**src/rtl/handshake_data_to_ctrl_pkg.sv**
```systemverilog
// Shared helpers for the elastic handshake blocks: occupancy-counter width
// and a saturating increment used by the token statistics counters.
package handshake_data_to_ctrl_pkg;

    // Bits needed to hold an occupancy value in the range 0..depth.
    function automatic int count_width(input int depth);
        return $clog2(depth + 32'sd1);
    endfunction

    // Increment that sticks at max_value instead of wrapping.
    function automatic logic [31:0] sat_inc(input logic [31:0] value,
                                            input logic [31:0] max_value);
        logic [31:0] result_s;
        if (value >= max_value) begin
            result_s = max_value;
        end else begin
            result_s = value + 32'd1;
        end
        return result_s;
    endfunction

endpackage

```
**src/rtl/handshake_data_to_ctrl_token_slots.sv**
```systemverilog
// Payload-free token buffer: an occupancy counter with registered full/empty
// decode, so ready on one side never depends combinationally on the other.
module handshake_token_slots
    import handshake_data_to_ctrl_pkg::*;
#(
    parameter int DEPTH = 4
) (
    input  logic clk,
    input  logic rst,
    input  logic in_valid,
    output logic in_ready,
    output logic out_valid,
    input  logic out_ready,
    output logic accept
);

    localparam int CNT_W = count_width(DEPTH);
    localparam logic [CNT_W-1:0] DEPTH_C = CNT_W'(DEPTH);

    logic [CNT_W-1:0] count_r;
    logic [CNT_W-1:0] count_next_s;
    logic             in_ready_r;
    logic             out_valid_r;
    logic             accept_s;
    logic             emit_s;

    assign accept_s  = in_valid & in_ready_r;
    assign emit_s    = out_valid_r & out_ready;
    assign in_ready  = in_ready_r;
    assign out_valid = out_valid_r;
    assign accept    = accept_s;

    // Next occupancy: simultaneous accept and emit leave the count unchanged.
    always_comb begin
        count_next_s = count_r;
        if (accept_s && !emit_s) begin
            count_next_s = count_r + CNT_W'(1'b1);
        end else if (!accept_s && emit_s) begin
            count_next_s = count_r - CNT_W'(1'b1);
        end else begin
            count_next_s = count_r;
        end
    end

    // Occupancy register plus full/empty flags precomputed from the next count.
    always_ff @(posedge clk) begin
        if (rst) begin
            count_r     <= '0;
            in_ready_r  <= 1'b1;
            out_valid_r <= 1'b0;
        end else begin
            count_r     <= count_next_s;
            in_ready_r  <= (count_next_s != DEPTH_C);
            out_valid_r <= (count_next_s != '0);
        end
    end

endmodule

```
**src/rtl/handshake_data_to_ctrl.sv**
```systemverilog
// Data-to-control converter: every accepted data token becomes one buffered
// control token; the payload is only compared against a constant for debug.
module handshake_data_to_ctrl
    import handshake_data_to_ctrl_pkg::*;
#(
    parameter int          DATA_WIDTH   = 32,
    parameter int          DEPTH        = 4,
    parameter logic [63:0] EXPECT_VALUE = 64'd0,
    parameter int          CHECK_EN     = 1,
    parameter int          SEEN_WIDTH   = 16
) (
    input  logic                  clk,
    input  logic                  rst,
    input  logic [DATA_WIDTH-1:0] ins,
    input  logic                  ins_valid,
    output logic                  ins_ready,
    output logic                  ctrl_valid,
    input  logic                  ctrl_ready,
    output logic                  mismatch,
    output logic [SEEN_WIDTH-1:0] tokens_seen
);

    localparam logic [DATA_WIDTH-1:0] EXPECT_C  = DATA_WIDTH'(EXPECT_VALUE);
    localparam logic [31:0]           SEEN_MAX  = 32'hFFFF_FFFF >> (32'd32 - 32'(SEEN_WIDTH));
    localparam logic                  CHECK_ON  = (CHECK_EN != 0);

    logic                  accept_s;
    logic                  mismatch_r;
    logic [SEEN_WIDTH-1:0] tokens_seen_r;

    handshake_token_slots #(
        .DEPTH (DEPTH)
    ) u_slots (
        .clk       (clk),
        .rst       (rst),
        .in_valid  (ins_valid),
        .in_ready  (ins_ready),
        .out_valid (ctrl_valid),
        .out_ready (ctrl_ready),
        .accept    (accept_s)
    );

    // Sticky debug flag: any accepted payload that differs from the constant.
    always_ff @(posedge clk) begin
        if (rst) begin
            mismatch_r <= 1'b0;
        end else if (CHECK_ON && accept_s && (ins != EXPECT_C)) begin
            mismatch_r <= 1'b1;
        end else begin
            mismatch_r <= mismatch_r;
        end
    end

    // Saturating count of accepted input tokens.
    always_ff @(posedge clk) begin
        if (rst) begin
            tokens_seen_r <= '0;
        end else if (accept_s) begin
            tokens_seen_r <= SEEN_WIDTH'(sat_inc(32'(tokens_seen_r), SEEN_MAX));
        end else begin
            tokens_seen_r <= tokens_seen_r;
        end
    end

    assign mismatch    = mismatch_r;
    assign tokens_seen = tokens_seen_r;

endmodule

```
**config.mk**
```make
export PLATFORM = sky130hd
export DESIGN_NAME = handshake_data_to_ctrl
export DESIGN_NICKNAME = d
export VERILOG_FILES = /design/src/rtl/handshake_data_to_ctrl_pkg.sv /design/src/rtl/handshake_data_to_ctrl_token_slots.sv /design/src/rtl/handshake_data_to_ctrl.sv
export SDC_FILE = /design/constraint.sdc
export NUM_CORES = 1
export LEC_CHECK = 0
export ABC_AREA = 1
export CAP_MARGIN = 10
export CORE_MARGIN = 1.5
export CORE_UTILIZATION = 46
export CTS_CLUSTER_SIZE = 30
export DETAILED_ROUTE_END_ITERATION = 6
export GPL_TIMING_DRIVEN = 0
export HOLD_SLACK_MARGIN = 0.08
export PLACE_DENSITY = 0.85
export RECOVER_POWER = 25
export SYNTH_ARGS = -nofsm -noshare
export SYNTH_HDL_FRONTEND = slang
export SYNTH_HIERARCHICAL = 1
export SYNTH_SLANG_ARGS = --single-unit
```
**constraint.sdc**
```tcl
create_clock -name clk -period 3.4 [get_ports clk]
set_clock_uncertainty 0.15 [all_clocks]
set_input_delay 0.85 -clock clk [delete_from_list [all_inputs] [get_ports clk]]
set_output_delay 0.85 -clock clk [all_outputs]
set_load 0.03 [all_outputs]
```
* Word level (Yosys, flattened, before mapping)
Cells that the tools add are included.
** Word-level totals
- Output and inout port bits :: 19
- Flip-flop bits (word level) :: 22
- Logic and storage cells :: 22
- Input bits :: 36
** Operators by class
- Equal/unequal tests :: 1
- Multiplexer cells :: 3
- Magnitude comparators :: 1
- Bitwise operators :: 2
- $add $sub $neg :: 3
- Reduce and logical (&&, ||, !) cells :: 7
** Operators by type and width (number)
- $reduce_bool 32->1 :: 1
- $add 16x1->16 const B :: 1
- $ge 16x16->1 const B :: 1
- $mux 16 :: 1
- $mux 3 :: 2
- $add 3x1->3 const B :: 1
- $logic_and 1x1->1 :: 3
- $ne 3x3->1 const B :: 1
- $reduce_bool 3->1 :: 1
- $sub 3x1->3 const B :: 1
- $and 1x1->1 :: 2
- $logic_not 1->1 :: 2

* Depth between registers and ports, before layout
- Depth in word-level cells :: 6
- Gate-level depth with buffers :: 11
- Gate-level depth less buffers :: 11

* Hierarchy
Netlist, hierarchy kept.
** Modules (own cells, without submodules)
- handshake_data_to_ctrl :: cells an instance 161, times used 1, area an instance 994.7 um^2, sequential area each 340.3 um^2
- handshake_token_slots :: cells an instance 54, times used 1, area an instance 340.3 um^2, sequential area each 100.1 um^2

* Worst setup path after synthesis
Ideal clock, no wire load.
- Path type :: input -> register
- Start point :: input port ins_valid
- End point :: register tokens_seen_r[13], in the netlist tokens_seen[13]
- Cell stages on the path :: 9
- Setup time :: 0.109 ns
- Slack :: 1.344 ns
- Data arrival time :: 1.797 ns
- Buffers on the path :: 0
- Data required time :: 3.141 ns
- Cells stage by stage :: nand2_2 -> inv_4 -> nand2_1 -> nor2_1 -> nand3_1 -> o21ai_0 -> nand3_1 -> nand2_1 -> inv_1
** On the way
- Word-level cells in the longest chain between the ends :: 1
** Ends and longest elaborated chain
- start, declared :: RTL line handshake_data_to_ctrl.sv:15 : input logic ins_valid,
- $and 1x1->1 :: RTL line handshake_data_to_ctrl_token_slots.sv:27 : assign accept_s = in_valid & in_ready_r;
- net accept_s :: RTL line handshake_data_to_ctrl.sv:27 : logic accept_s;
- end signal, assigned :: RTL line handshake_data_to_ctrl.sv:59 : tokens_seen_r <= SEEN_WIDTH'(sat_inc(32'(tokens_seen_r), SEEN_MAX));
- end signal, assigned :: RTL line handshake_data_to_ctrl.sv:61 : tokens_seen_r <= tokens_seen_r;
- end, declared :: RTL line handshake_data_to_ctrl.sv:29 : logic [SEEN_WIDTH-1:0] tokens_seen_r;
The timed path passes the listed nets, and every way through them passes these cells.
A chain may end at the register's enable or synchronous reset.

* Final worst setup path
- Start point :: input port ins_valid
- End point :: register tokens_seen_r[11], in the netlist tokens_seen[11]
The elaborated chain is that of the path after synthesis.

==> out/metrics.yaml <==
cts_root_buffer: "clkbuf_4"
yosys.cell_types.count: 23
die_area_mm2: 0.00323
crit_fanout: 10
core_area_mm2: 0.00276
syn_area_mm2: 0.00134
syn_area_per_cell_um2: 6.21
yosys_warnings: 6
wl_per_cell_um: 10.5
fmax_mhz: 360
dr.pass1.iters: 4
peakVddDrop_uv: 270
drive_gt1_share_pct: 5.15
power.leakage_uw: 0.000825
ant_nets: 0
clk_latency_ns: 0.30
route.detailed.drc: 0
ioPinCount: 55
grt_usage_pct: 20.5
syn-num-nets: 254
setup_tns_ns: 0
dp_hpwl_um: 2540
finalNetCount: 313
start_util_pct: 48.4
final-hold-violation-count: 0
drt-total-wl_um: 3180
globalRouteOverflowTotal: 0
post_cts_buffers: 0
post-route-min-period_ns: 2.78
drv_cap: 0
endpoint_kind: "flop"
cp.required_ns: 3.47
grt_pass1_vias: 1396
num_vias: 1486
nFillCells: 258
diodes: 0
fin_ws_ns: 0.620
die_w_um: 56.9
htree_levels: 1
cts_tree: "done"
multiInputGateArea_um2: 751
fp-row-count: 19
grt_max_degree: 12
seqCellArea_um2: 440
powerDensity_mw_per_mm2: 286
cts.sinks: 22
min_period_over_period_pct: 81.8
ctsResizeCount: 0
critPathKind: "in2reg"
final-setup-viol-count: 0
rsz0062_at_grt: "no"
seq_area_frac_synth_pct: 33.0
die_h_um: 56.9
worst_setup_path_start_kind: "input port"
gp_congestion: 0.876
status: "completed"
slew_headroom_pct: 69.2
hold_buffers: 0
hold_class: "reg2reg"
area_delta_synth_final_pct: 43.7
first_iter_violations: 38
grt_pass1_wl_um: 5440
cts_buffer_depth: 2
critical_path_arrival_ns: 2.85
max_slew.worst_pin.slew_ns: 0.462
antenna_found_initial: 0
final-max-slew-violation-count: 0
numPortBuffers: 54
ys_seq_elements: 22
synthCells: 215
clk_pin_slew_ns: 0.11
dp_slack_ns: 0.727
routed_via_density: 4.90
cts_buffers: 3
final timing paths:
kind                    startpoint         endpoint  slack (ns)  depth (start not counted)
setup / recovery         ins_valid  tokens_seen[11]        0.62                         12
hold / removal            mismatch         mismatch        0.31                          2
setup reg to reg  u_slots/in_ready  tokens_seen[11]        1.39                         11
hold reg to reg           mismatch         mismatch        0.31                          2
critical path, cell delays in order:
cell and delay (ns):
dlygate4sd3_1 0.53, nand2_1 0.13, clkinvlp_2 0.33, nand2_1 0.27, nor2_4 0.07, nand3_2 0.09
nor2_2 0.05, nand2_1 0.17, buf_6 0.17, nand3_1 0.08, nand2_1 0.06, inv_1 0.04
registers in the layout, indices dropped and copies added (netlist names):
| signal | count |
|---|---|
| u_slots/count_r | 3 |
| tokens_seen | 16 |
| u_slots/in_ready | 1 |
| u_slots/out_valid | 1 |
| mismatch | 1 |
metal layers:
layer	GRT usage, %	routed length [um]	up-vias
li1	-	-	778
met1	23.5	1420	668
met2	40.0	1600	35
met3	2.07	129	5
met4	4.98	35	0
met5	0	0	-
through the flow:
stage               area [um2]  hold slack, ns  instances  total power (uW)  utilization (%)
floorplan                 1340           0.372        215               373                -
global placement          1910           0.287        300               440             69.4
detailed placement        1910           0.295        300               444             69.4
CTS                       1940           0.312        303               558             70.2
global route              1920           0.334        303               581             69.6
finish                    1920           0.308        303               548             69.6
cell families after synthesis:
| group | after synthesis | synth area share (%) |
|---|---|---|
| AOI/OAI and AO/OA | 17 | 6.56 |
| xor gates and xnor gates | 7 | 4.59 |
| adders and majority gates | 3 | 2.81 |
| buffers and inverters | 31 | 9.47 |
| DFF | 22 | 33.0 |
| and+or+nand+nor | 135 | 43.6 |
layout make-up:
| cell class | count | area share, % |
|---|---|---|
| Inverter | 29 | 5.74 |
| Timing Repair Buffer | 54 | 28.2 |
| Tap cell | 31 | 2.02 |
| Clock buffer | 3 | 1.17 |
| Buffer | 2 | 0.783 |
| Sequential cell | 22 | 23.0 |
| Multi-Input combinational cell | 162 | 39.1 |
power by group:
| part | internal, uW | total [uW] | leakage, uW | switching [uW] |
|---|---|---|---|---|
| Clock | 41.4 | 115 | 0.0000138 | 73.8 |
| Sequential | 270 | 280 | 0.000179 | 10.0 |
| Combinational | 76.1 | 153 | 0.000632 | 76.8 |
| Total | 387 | 548 | 0.000825 | 161 |
cells in the final DEF, fill, tap and decap left out:
| cell | n |
|---|---|
| a21oi_1 | 8 |
| a31oi_1 | 2 |
| buf_6 | 1 |
| clkbuf_1 | 1 |
| clkbuf_4 | 3 |
| clkdlybuf4s50_1 | 53 |
| clkinvlp_2 | 1 |
| dfxtp_1 | 22 |
| dlygate4sd3_1 | 1 |
| ha_1 | 3 |
| inv_1 | 27 |
| inv_2 | 1 |
| nand2_1 | 65 |
| nand2_2 | 3 |
| nand3_1 | 18 |
| nand3_2 | 1 |
| nand4_1 | 2 |
| nor2_1 | 41 |
| nor2_2 | 2 |
| nor2_4 | 1 |
| nor3_1 | 1 |
| o21ai_0 | 7 |
| or2_2 | 1 |
| xnor2_1 | 2 |
| xor2_1 | 5 |
cell usage after synthesis:
cell / instances / area, um2
a21oi_1: 8 / 40.0
a31oi_1: 2 / 12.5
buf_6: 1 / 11.3
clkbuf_1: 1 / 3.75
dfxtp_1: 22 / 440
ha_1: 3 / 37.5
inv_1: 27 / 101
inv_2: 1 / 3.75
inv_4: 1 / 6.26
nand2_1: 61 / 229
nand2_2: 6 / 37.5
nand2_4: 1 / 11.3
nand3_1: 18 / 90.1
nand3_2: 1 / 10.0
nand4_1: 2 / 12.5
nor2_1: 40 / 150
nor2_2: 3 / 18.8
nor2_4: 1 / 11.3
nor3_1: 1 / 5.00
o21ai_0: 7 / 35.0
or2_2: 1 / 6.26
xnor2_1: 2 / 17.5
xor2_1: 5 / 43.8
No activity file was read; power rests on OpenSTA's default activity.
